### src/rtl/req_pkg.sv
// Shared constants and types for the request capture stage that feeds the
// 16-input priority encoder.
package req_pkg;

  localparam int N_REQ    = 16;
  localparam int IDX_W    = 4;
  localparam int CNT_W    = 8;
  localparam int SYNC_DEF = 2;

  typedef logic [N_REQ-1:0] req_vec_t;
  typedef logic [IDX_W-1:0] req_idx_t;

endpackage

### src/rtl/req_sync_edge.sv
// One request line: multi-flop synchronizer plus a history flop,
// producing a single-cycle rise indication.
module req_sync_edge #(
  parameter int SYNC_STAGES = req_pkg::SYNC_DEF
) (
  input  logic clk,
  input  logic rst,
  input  logic req_in,
  output logic rise
);

  logic [SYNC_STAGES-1:0] r_sync;
  logic                   r_prev;

  always_ff @(posedge clk) begin
    if (rst) begin
      r_sync <= '0;
      r_prev <= 1'b0;
    end else begin
      r_sync <= {r_sync[SYNC_STAGES-2:0], req_in};
      r_prev <= r_sync[SYNC_STAGES-1];
    end
  end

  assign rise = r_sync[SYNC_STAGES-1] & ~r_prev;

endmodule

### src/rtl/req_capture.sv
// Captures rising edges on N asynchronous request lines into a sticky pending
// vector, cleared one bit per index acknowledge, with a saturating miss counter.
module req_capture #(
  parameter  int N           = req_pkg::N_REQ,
  parameter  int SYNC_STAGES = req_pkg::SYNC_DEF,
  parameter  int CNT_W       = req_pkg::CNT_W,
  localparam int IDX_W       = $clog2(N)
) (
  input  logic             clk,
  input  logic             rst,
  input  logic [N-1:0]     req_in,
  input  logic             enable,
  input  logic             ack_valid,
  input  logic [IDX_W-1:0] ack_idx,
  output logic [N-1:0]     pend_out,
  output logic             pend_any,
  output logic [CNT_W-1:0] miss_cnt
);

  logic [N-1:0]     w_rise;
  logic [N-1:0]     w_set;
  logic [N-1:0]     w_clr;
  logic [N-1:0]     w_miss;
  logic [N-1:0]     w_pend_nxt;
  logic [N-1:0]     r_pend;
  logic             r_pend_any;
  logic [CNT_W-1:0] r_miss_cnt;

  for (genvar g = 0; g < N; g++) begin : g_line
    req_sync_edge #(
      .SYNC_STAGES(SYNC_STAGES)
    ) u_sync_edge (
      .clk   (clk),
      .rst   (rst),
      .req_in(req_in[g]),
      .rise  (w_rise[g])
    );
  end

  // Out-of-range indices match no bit, so they clear nothing.
  always_comb begin
    w_clr = '0;
    for (int i = 0; i < N; i++) begin
      w_clr[i] = ack_valid && (32'(ack_idx) == i);
    end
  end

  // A new edge wins over a same-cycle ack, so it is never dropped.
  assign w_set      = {N{enable}} & w_rise;
  assign w_miss     = w_set & r_pend & ~w_clr;
  assign w_pend_nxt = w_set | (r_pend & ~w_clr);

  always_ff @(posedge clk) begin
    if (rst) begin
      r_pend     <= '0;
      r_pend_any <= 1'b0;
      r_miss_cnt <= '0;
    end else begin
      r_pend     <= w_pend_nxt;
      r_pend_any <= |w_pend_nxt;
      if ((|w_miss) && (r_miss_cnt != {CNT_W{1'b1}})) begin
        r_miss_cnt <= r_miss_cnt + 1'b1;
      end
    end
  end

  assign pend_out = r_pend;
  assign pend_any = r_pend_any;
  assign miss_cnt = r_miss_cnt;

endmodule

### config.mk
export PLATFORM = sky130hd
export DESIGN_NAME = req_capture
export DESIGN_NICKNAME = d
export VERILOG_FILES = /design/src/rtl/req_pkg.sv /design/src/rtl/req_sync_edge.sv /design/src/rtl/req_capture.sv
export SDC_FILE = /design/constraint.sdc
export NUM_CORES = 1
export LEC_CHECK = 0
export ABC_CLOCK_PERIOD_IN_PS = 2300
export CORE_MARGIN = 2
export CORE_UTILIZATION = 45
export CTS_BUF_LIST = sky130_fd_sc_hd__clkbuf_16
export CTS_CLUSTER_DIAMETER = 80
export CTS_CLUSTER_SIZE = 40
export DETAILED_ROUTE_END_ITERATION = 8
export DONT_BUFFER_PORTS = 1
export GPL_ROUTABILITY_DRIVEN = 0
export SYNTH_ARGS = -nofsm -noshare
export SYNTH_HDL_FRONTEND = slang
export SYNTH_SLANG_ARGS = --single-unit
### constraint.sdc
create_clock -name clk -period 2.3 [get_ports clk]
set_input_delay 0.46 -clock clk [delete_from_list [all_inputs] [get_ports clk]]
set_output_delay 0.46 -clock clk [all_outputs]
set_load 0.005 [all_outputs]
* After elaboration in Yosys (flattened, before gate mapping)
Index checks and enable logic that the tools add are counted.
** Storage, ports and cells
- Register bits :: 73
- Latch bits :: 0
- Memory bits (writable) :: 0
- ROM bits :: 0
- Bits of input ports :: 24
- Output and inout bits :: 25
- Logic and storage cells :: 110
- Memories :: 0
** Cells by class
- $add $sub $neg :: 1
- $mul :: 0
- Div/mod/pow operators :: 0
- Order comparisons :: 0
- Eq/ne operators :: 16
- Shift operators :: 0
- Multiplexer cells :: 0
- Bitwise gates (word level) :: 38
- Reduce and logical (&&, ||, !) cells :: 20
** Operators by type and width (number)
- bitwise AND 16 bit :: 4
- == test 4 bit, second input constant :: 8
- OR reduction 16 bit :: 2
- logical AND 1 bit :: 17
- bitwise AND 1 bit :: 16
- == test 4 x 3 -> 1 bit, second input constant :: 4
- NOT 1 bit :: 16
- NOT 16 bit :: 1
- OR 16 bit :: 1
- adder 8 x 1 -> 8 bit, second input constant :: 1
- == test 4 x 2 -> 1 bit, second input constant :: 2
- inequality test 8 bit, second input constant :: 1
- == test 4 x 1 -> 1 bit, second input constant :: 1
- logical NOT 4 bit :: 1

* Depth between registers and ports, before layout
Gate-level depths: netlist of run 1.
- Depth in word-level cells :: 7
- Mapped depth :: 8
- Mapped depth without buffers :: 7

* Hierarchy
Synthesis of run 1 repeated with hierarchy kept, for this count alone.
** Unflattened totals
- Cell total of the unflattened synthesis :: 313
- Area total of the unflattened synthesis :: 2865.2 sq um
** By module, submodules not included
- req_capture :: instances 1, cells each 201, area an instance 1463.9 sq um
- req_sync_edge :: instances 16, cells each 7, area an instance 87.6 sq um

* Least setup slack after synthesis of run 1
No wires, ideal clock.
- Path type :: input -> register
- From :: input port ack_idx[1]
- To :: register r_miss_cnt[0] (netlist: miss_cnt[0])
- Data arrival time :: 2060 ps
- Required time :: 2179 ps
- Setup slack :: 119 ps
- Stages on the path :: 7
- Cell sequence :: clkbuf_1 -> nor2_1 -> a21oi_1 -> a2111o_1 -> nor4_2 -> and2b_1 -> mux2_4
** On the way
- Cells in the longest elaborated chain, start to end :: 6
- Elaborated cells between the ends (all ways) :: 36
- Classes of those cells :: eq/ne (15); bitwise (2); reduce/logical (19)
** Ends and longest elaborated chain
- start, declared :: RTL line req_capture.sv:14 : input logic [IDX_W-1:0] ack_idx,
- == test 4 x 1 -> 1 bit, or another cell as far along :: RTL line req_capture.sv:44 : w_clr[i] = ack_valid && (32'(ack_idx) == i);
- logical AND 1 bit :: RTL line req_capture.sv:44
- NOT 16 bit (*) :: RTL line req_capture.sv:50 : assign w_miss = w_set & r_pend & ~w_clr;
- bitwise AND 16 bit (*) :: RTL line req_capture.sv:50
- OR reduction 16 bit (*) :: RTL line req_capture.sv:61 : if ((|w_miss) && (r_miss_cnt != {CNT_W{1'b1}})) begin
- logical AND 1 bit (*) :: RTL line req_capture.sv:61
- end signal, assigned :: RTL line req_capture.sv:62 : r_miss_cnt <= r_miss_cnt + 1'b1;
- end, declared :: RTL line req_capture.sv:27 : logic [CNT_W-1:0] r_miss_cnt;
Mark *: on every way between the ends. The rest lies on a longest branch, timed or not.
A chain may end at the register's enable or synchronous reset.

* Worst setup path in the final report of run 1
- From :: input port ack_idx[3]
- To :: register r_miss_cnt[0] (netlist: miss_cnt[0])
The elaborated chain is that of the path after synthesis.

==> out/metrics.cfg, run 1 <==
[status]
outcome=completed

[power_and_ir_drop]
p_seq_frac=0.505
p_comb_frac=0.039
ir_worst_vdd_mv=0.533
p_per_area_mw_per_mm2=859
power_frac_clock=0.456
internal_power_mw=2.08
p_leak_nw=1.20
switching_power_uw=560
switching_share=0.212

[route]
drt_first_pass_iters=4
drt-initial-drc-count=95
vias=1917
drc=0
drt-total-wl_um=5260
via_per_inst=5.15
ant_nets=0
wl_per_cell_um=14.1

[grt]
grt_pass1_wl_um=8540
grt-ovfl-total=0
grt_pass1_vias=1799
grt.total_usage=0.175
antenna_found_initial=0
grt_max_degree=78

[synth]
ys_seq_area_frac=0.538
synth_cells=287
syn_area_mm2=0.00272
syn_area_per_cell_um2=9.46
yosysTopAreaCellShare=0.538
synth_top_cell_by_area=dfxtp_1
synth.top_cells.by_area=dfxtp_1, nor2b_1, a21oi_1
synth-seq-cells=73
synth-async-reset-ratio=0
synth_edf_count=0
ys_warn_count=0
syn_nets=312
yosysUniqueCellTypes=38
synth_flop_cell=dfxtp_1

[worst_setup_path]
reg2reg_from=pend_out[13]$_SDFF_PP0_
cp-end-kind=flop
reg2reg_depth=6
path_class=input pin to flop
critPathSlowestCell=or3b_1
critPathMaxStageDelay_ns=0.41
path_cells=or3b_1 -> o311ai_0 -> nand4_1 -> nor4_2 -> and2b_1 -> mux2_4
r2r_setup_slack_ns=0.37
cp-start-kind=input pin
worstPathMaxFanout=8
arrival_ns=2.23
r2r-end=miss_cnt[0]$_SDFFE_PP0P_
crit_required_ns=2.51

[layout]
post-route-util=0.523
syn2layout_area_growth_pct=13.2
layout-drive-gt1-share=0.0875
antenna_cells=0
fillers=573
nNetsFinal=317
post-route-cell-area_mm2=0.00308

[timing]
hold_viol=0
skew_ns=0.00425
period_share=0.880
period_needed_ns=2.02
whs_ns=0.209
fin_ws_ns=0.277
finalSetupTns_ns=0
slew_violations=0
rsz0062_at_grt=false
worst_pin_slew_ns=0.417
timing.fmax_mhz=494
setup_viol_count_final=0
slew_headroom=0.718

[placement]
io_buffers=0
dp_worst_setup_slack_ns=-0.0577
place_area_mm2=0.00281
post-dp-hpwl_um=3640

[clock_network]
cts_resized=0
hold_buffers=0
cts_buffers=9
cts_tree=done
cts_max_path_buffers=2
cts_root_buffer=clkbuf_16
path_clk_slew_ns=0.05
clk_latency_ns=0.32
clock_sinks=73
h-tree-depth=3
post_cts_buffers=0

[floorplan]
dieHeight_um=81.7
fp.dieArea_mm2=0.00667
ios=49
initial_utilization=0.462
rows=28
coreArea_mm2=0.00589
die_width_um=81.7

[flow_run]
maxCapViolCount=0

[worst_hold_path]
hold_end=miss_cnt[3]$_SDFFE_PP0P_
hp-class=input pin to flop
hp-start=rst
min_path_cells=1

-- worst max-delay path by stage --
stage,start,to,slack (ns),cells past startpoint
finish,ack_idx[3],miss_cnt[0]$_SDFFE_PP0P_,0.28,6
global route,ack_idx[3],miss_cnt[5]$_SDFFE_PP0P_,0.15,7
detailed placement,ack_idx[3],miss_cnt[7]$_SDFFE_PP0P_,-0.06,7
global placement,ack_idx[3],miss_cnt[0]$_SDFFE_PP0P_,0.04,6
CTS,ack_idx[3],miss_cnt[7]$_SDFFE_PP0P_,0.30,7
floorplan,ack_idx[1],miss_cnt[0]$_SDFFE_PP0P_,0.12,7
-- kinds of logic (layout without fill, tap and decap cells) --
family / count (synthesis) / count (layout) / share of synthesized area
AOI/OAI and AO/OA: 42 / 42 / 0.0935
muxes: 4 / 4 / 0.0175
and+or+nand+nor: 152 / 152 / 0.324
DFF: 73 / 73 / 0.538
buffers and inverters: 15 / 25 / 0.0221
adders and majority gates: 1 / 1 / 0.00461
-- placed cells by master, fill, tap and decap left out, drive strengths merged, types with 2 or more instances in the layout --
cell type,count
a21oi,21
and3b,10
and4b,2
buf,7
clkbuf,9
clkinv,3
clkinvlp,2
dfxtp,73
inv,4
mux2,3
nand2,22
nand2b,4
nand3,7
nand3b,3
nand4,7
nand4b,4
nor2,28
nor2b,53
nor3,2
nor4,2
o211ai,5
o21ai,7
o311ai,3
or3,3
-- registers in the layout, summed over array words and instances, names as in the netlist --
register and count:
g_line.u_sync_edge.r_sync 32, pend_any 1, g_line.u_sync_edge.r_prev 16, pend_out 16
miss_cnt 8
-- critical path: cells and delay by family --
kind | cells | cell delay, ns
AOI/OAI and AO/OA | 1 | 0.34
and+or+nand+nor | 4 | 1.14
muxes | 1 | 0.30
-- layout make-up --
class                           instances  area [µm²]  area share
Clock buffer                            9         225      0.0732
Inverter                                2        7.51     0.00244
Tap cell                               75        93.8      0.0305
Clock inverter                          7        40.0      0.0130
Timing Repair Buffer                    7        52.6      0.0171
Sequential cell                        73        1460       0.475
Multi-Input combinational cell        199        1190       0.389
-- synth_stat cells (2+ instances only) --
library cell and instances:
clkbuf_1 12, inv_1 2, nor2b_1 53, nand2b_1 4, nand3_1 7, or3_1 3
and3b_1 9, o311ai_0 3, mux2_2 2, nand4b_1 4, nand3b_1 3, a21oi_1 21
o211ai_1 5, dfxtp_1 73, and4b_1 2, nand4_1 7, nor3_1 2, o21ai_0 7
nor2_1 28, nand2_1 22
-- through the flow --
step           cells  power (mW)
6_report         372        2.64
5_1_grt          372        2.76
4_1_cts          372        2.68
3_5_place_dp     356        1.47
3_3_place_gp     356        1.47
2_1_floorplan    287        1.46
-- power by group through the flow --
stage / sequential [mW] / clock, mW / combinational (mW)
final: 1.33 / 1.20 / 0.104
after floorplan: 1.35 / 0 / 0.103
after CTS: 1.34 / 1.24 / 0.104
after detailed placement: 1.36 / 0 / 0.103
after global placement: 1.36 / 0 / 0.103
after global routing: 1.34 / 1.30 / 0.119
-- layer usage --
layer,up-vias,part of all wire,global-route usage
li1,994,-,-
met1,855,0.47,0.220
met2,59,0.44,0.261
met3,9,0.075,0.0769
met4,0,0.018,0.0750
met5,-,0,0
(Power assumes the default switching activity.)
==> run 2, diff against run 1 <==
--- a/config.mk
+++ b/config.mk
@@ -5,6 +5,7 @@
 export SDC_FILE = /design/constraint.sdc
 export NUM_CORES = 1
 export LEC_CHECK = 0
+export ABC_AREA = 1
 export ABC_CLOCK_PERIOD_IN_PS = 2300
 export CORE_MARGIN = 2
 export CORE_UTILIZATION = 45
==> out/metrics.cfg, run 2 <==
[clock_network]
path_clk_slew_ns=0.06  ; about the same
hold_buffers=0  ; unchanged
cts_resized=0  ; unchanged
cts_tree=done
post_cts_buffers=0  ; unchanged
cts_buffers=9  ; unchanged
cts_root_buffer=clkbuf_16
clock_sinks=73  ; unchanged
clk_latency_ns=0.32  ; about the same
cts_max_path_buffers=2  ; unchanged
h-tree-depth=3  ; unchanged

[timing]
finalSetupTns_ns=0  ; unchanged
period_needed_ns=1.68  ; -0.340 ns
timing.fmax_mhz=594  ; +20%
skew_ns=0.00476  ; +0.000514 ns
period_share=0.732  ; -0.148
rsz0062_at_grt=false
setup_viol_count_final=0  ; unchanged
slew_violations=0  ; unchanged
worst_pin_slew_ns=0.326  ; -0.0914 ns
slew_headroom=0.782  ; +0.0637
hold_viol=0  ; unchanged

[floorplan]
die_width_um=84.4  ; +3.2%
initial_utilization=0.460  ; -0.00136
fp.dieArea_mm2=0.00711  ; +6.6%
rows=29  ; +3.6%
coreArea_mm2=0.00631  ; +7.3%
ios=49  ; unchanged
dieHeight_um=84.4  ; +3.2%

[worst_setup_path]
worstPathMaxFanout=8  ; unchanged
path_class=flop to flop
worst-path-buf-inv=2  ; +2
crit_required_ns=2.52  ; about the same
critPathSlowestCell=dfxtp_1
arrival_ns=1.90  ; -0.33 ns
cp-end-kind=flop
crit_family=simple AND/OR/NAND/NOR gates
critPathMaxStageDelay_ns=0.44  ; +0.03 ns
cp-start-kind=flop
path_cells=nand2_1 -> nor2_1 -> nand2_1 -> inv_1 -> nand3_1 -> nand2_1 -> inv_1 -> a21oi_1 -> nor2_1
crit_path_frequent_cell=nand2_1

[layout]
syn2layout_area_growth_pct=10.7
regMostFlops=g_line.u_sync_edge.r_sync
antenna_cells=0  ; unchanged
nNetsFinal=440  ; +39%
post-route-util=0.510  ; -0.0130
largest_reg_flops=32  ; unchanged
layout_commonest_cell=nor2_1
layout_common_cells=nor2_1, inv_1, dfxtp_1
layout-drive-gt1-share=0.0476  ; -0.0399

[route]
wl_per_cell_um=11.4  ; -19%
wl_met2_um=2380  ; +3.3%
drt-total-wl_um=5670  ; +7.9%
vias=2329  ; +21%
wl_met3_um=432  ; +10%
maxUsedRoutingLayer=met4
drt-initial-drc-count=135  ; +42%
ant_nets=0  ; unchanged
drt_first_pass_iters=5  ; +1
drc=0  ; unchanged
via_per_inst=4.69  ; -9.1%
wl_met1_um=2750  ; +11%

[synth]
synth_edf_count=0  ; unchanged
syn_area_per_cell_um2=7.02  ; -26%
yosys-top-cells-count=nor2_1, inv_1, dfxtp_1, nand2_1, nand3_1
synth_cells=414  ; +44%
ys_warn_count=0  ; unchanged
yosysUniqueCellTypes=20  ; -47%
syn_nets=439  ; +41%
syn_area_mm2=0.00291  ; +7.0%
ys_seq_area_frac=0.503  ; -0.0350
synth-async-reset-ratio=0  ; unchanged
yosysTopAreaCellShare=0.503  ; -0.0350
synth_top_cell_by_area=dfxtp_1
synth_flop_cell=dfxtp_1
synth-seq-cells=73  ; unchanged
synth.top_cells.by_area=dfxtp_1, nor2_1, inv_1
yosysMostFrequentCell=nor2_1

[placement]
io_buffers=0  ; unchanged
post-dp-hpwl_um=3970  ; +9.1%

[power_and_ir_drop]
p_per_area_mw_per_mm2=830  ; -3.4%
ir_worst_vdd_mv=0.485  ; -9.0%
p_leak_nw=1.43  ; +19%

[grt]
grt.total_usage=0.170  ; -0.00476
grt-ovfl-total=0  ; unchanged
grt_pass1_wl_um=9630  ; +13%
antenna_found_initial=0  ; unchanged
grt_pass1_vias=2158  ; +20%
grt_max_degree=68  ; -13%

[worst_hold_path]
hp-class=input pin to flop

[status]
outcome=completed

[flow_run]
maxCapViolCount=0  ; unchanged

## run 2: cell count changes after synthesis, sizes merged, moves of 7 or more
cell / delta
nor2b: -53
nor2: +93
nand4: +7
nand3: +16
clkbuf: -7
nand2: +19
inv: +96
and3b: -10
## run 2: metal layers
metal	global-route usage	vias up
met3	0.0767	10
met5	0	-
met2	0.249	57
met1	0.216	1028
met4	0.0765	0
li1	-	1234
## run 2: cells by family after synthesis
kind of cell	share of synthesized area
AO/OA/AOI/OAI	0.0508
adder cells (fa/ha/maj)	0.00431
buffers and inverters	0.143
flip-flops	0.503
AND/OR/NAND/NOR	0.299
## run 2: worst paths after layout
kind                                              start                                         end  slack, ns  cells after the start
max                            miss_cnt[3]$_SDFFE_PP0P_                    miss_cnt[3]$_SDFFE_PP0P_       0.62                      9
min                                                 rst  g_line[7].u_sync_edge.r_sync[0]$_SDFF_PP0_       0.21                      1
max reg2reg                    miss_cnt[3]$_SDFFE_PP0P_                    miss_cnt[3]$_SDFFE_PP0P_       0.62                      9
min reg2reg  g_line[9].u_sync_edge.r_sync[0]$_SDFF_PP0_  g_line[9].u_sync_edge.r_sync[1]$_SDFF_PP0_       0.40                      2
## run 2: worst reg2reg max path, delay by kind of cell (launching register included)
| family | cells | cell delay [ns] |
|---|---|---|
| compound gates | 1 | 0.15 |
| simple gates | 6 | 0.82 |
| flops | 1 | 0.44 |
| buf+inv | 2 | 0.18 |
## run 2: layout make-up
cell class	instances	area [µm²]
clock buffers	9	225
clock inverters	7	37.5
fillers	649	3100
inverters	98	368
multi-input cells	233	1030
flip-flops and latches	73	1460
well taps	77	96.3
## run 2: per-stage QoR
stage / std cells / instance area [µm²] / setup WS (ns) / power, mW / hold slack [ns]
global placement: 481 / 2950 / 0.555 / 1.48 / 0.389
detailed placement: 481 / 2950 / 0.524 / 1.48 / 0.394
CTS: 497 / 3220 / 0.606 / 2.71 / 0.191
finish: 497 / 3220 / 0.617 / 2.67 / 0.207
global route: 497 / 3220 / 0.376 / 2.79 / 0.188
floorplan: 414 / 2910 / 0.633 / 1.47 / 0.388
## run 2: where the power goes
group / internal, mW / switching, mW
combinational: 0.0423 / 0.0683
clock: 0.715 / 0.505
sequential: 1.31 / 0.0263
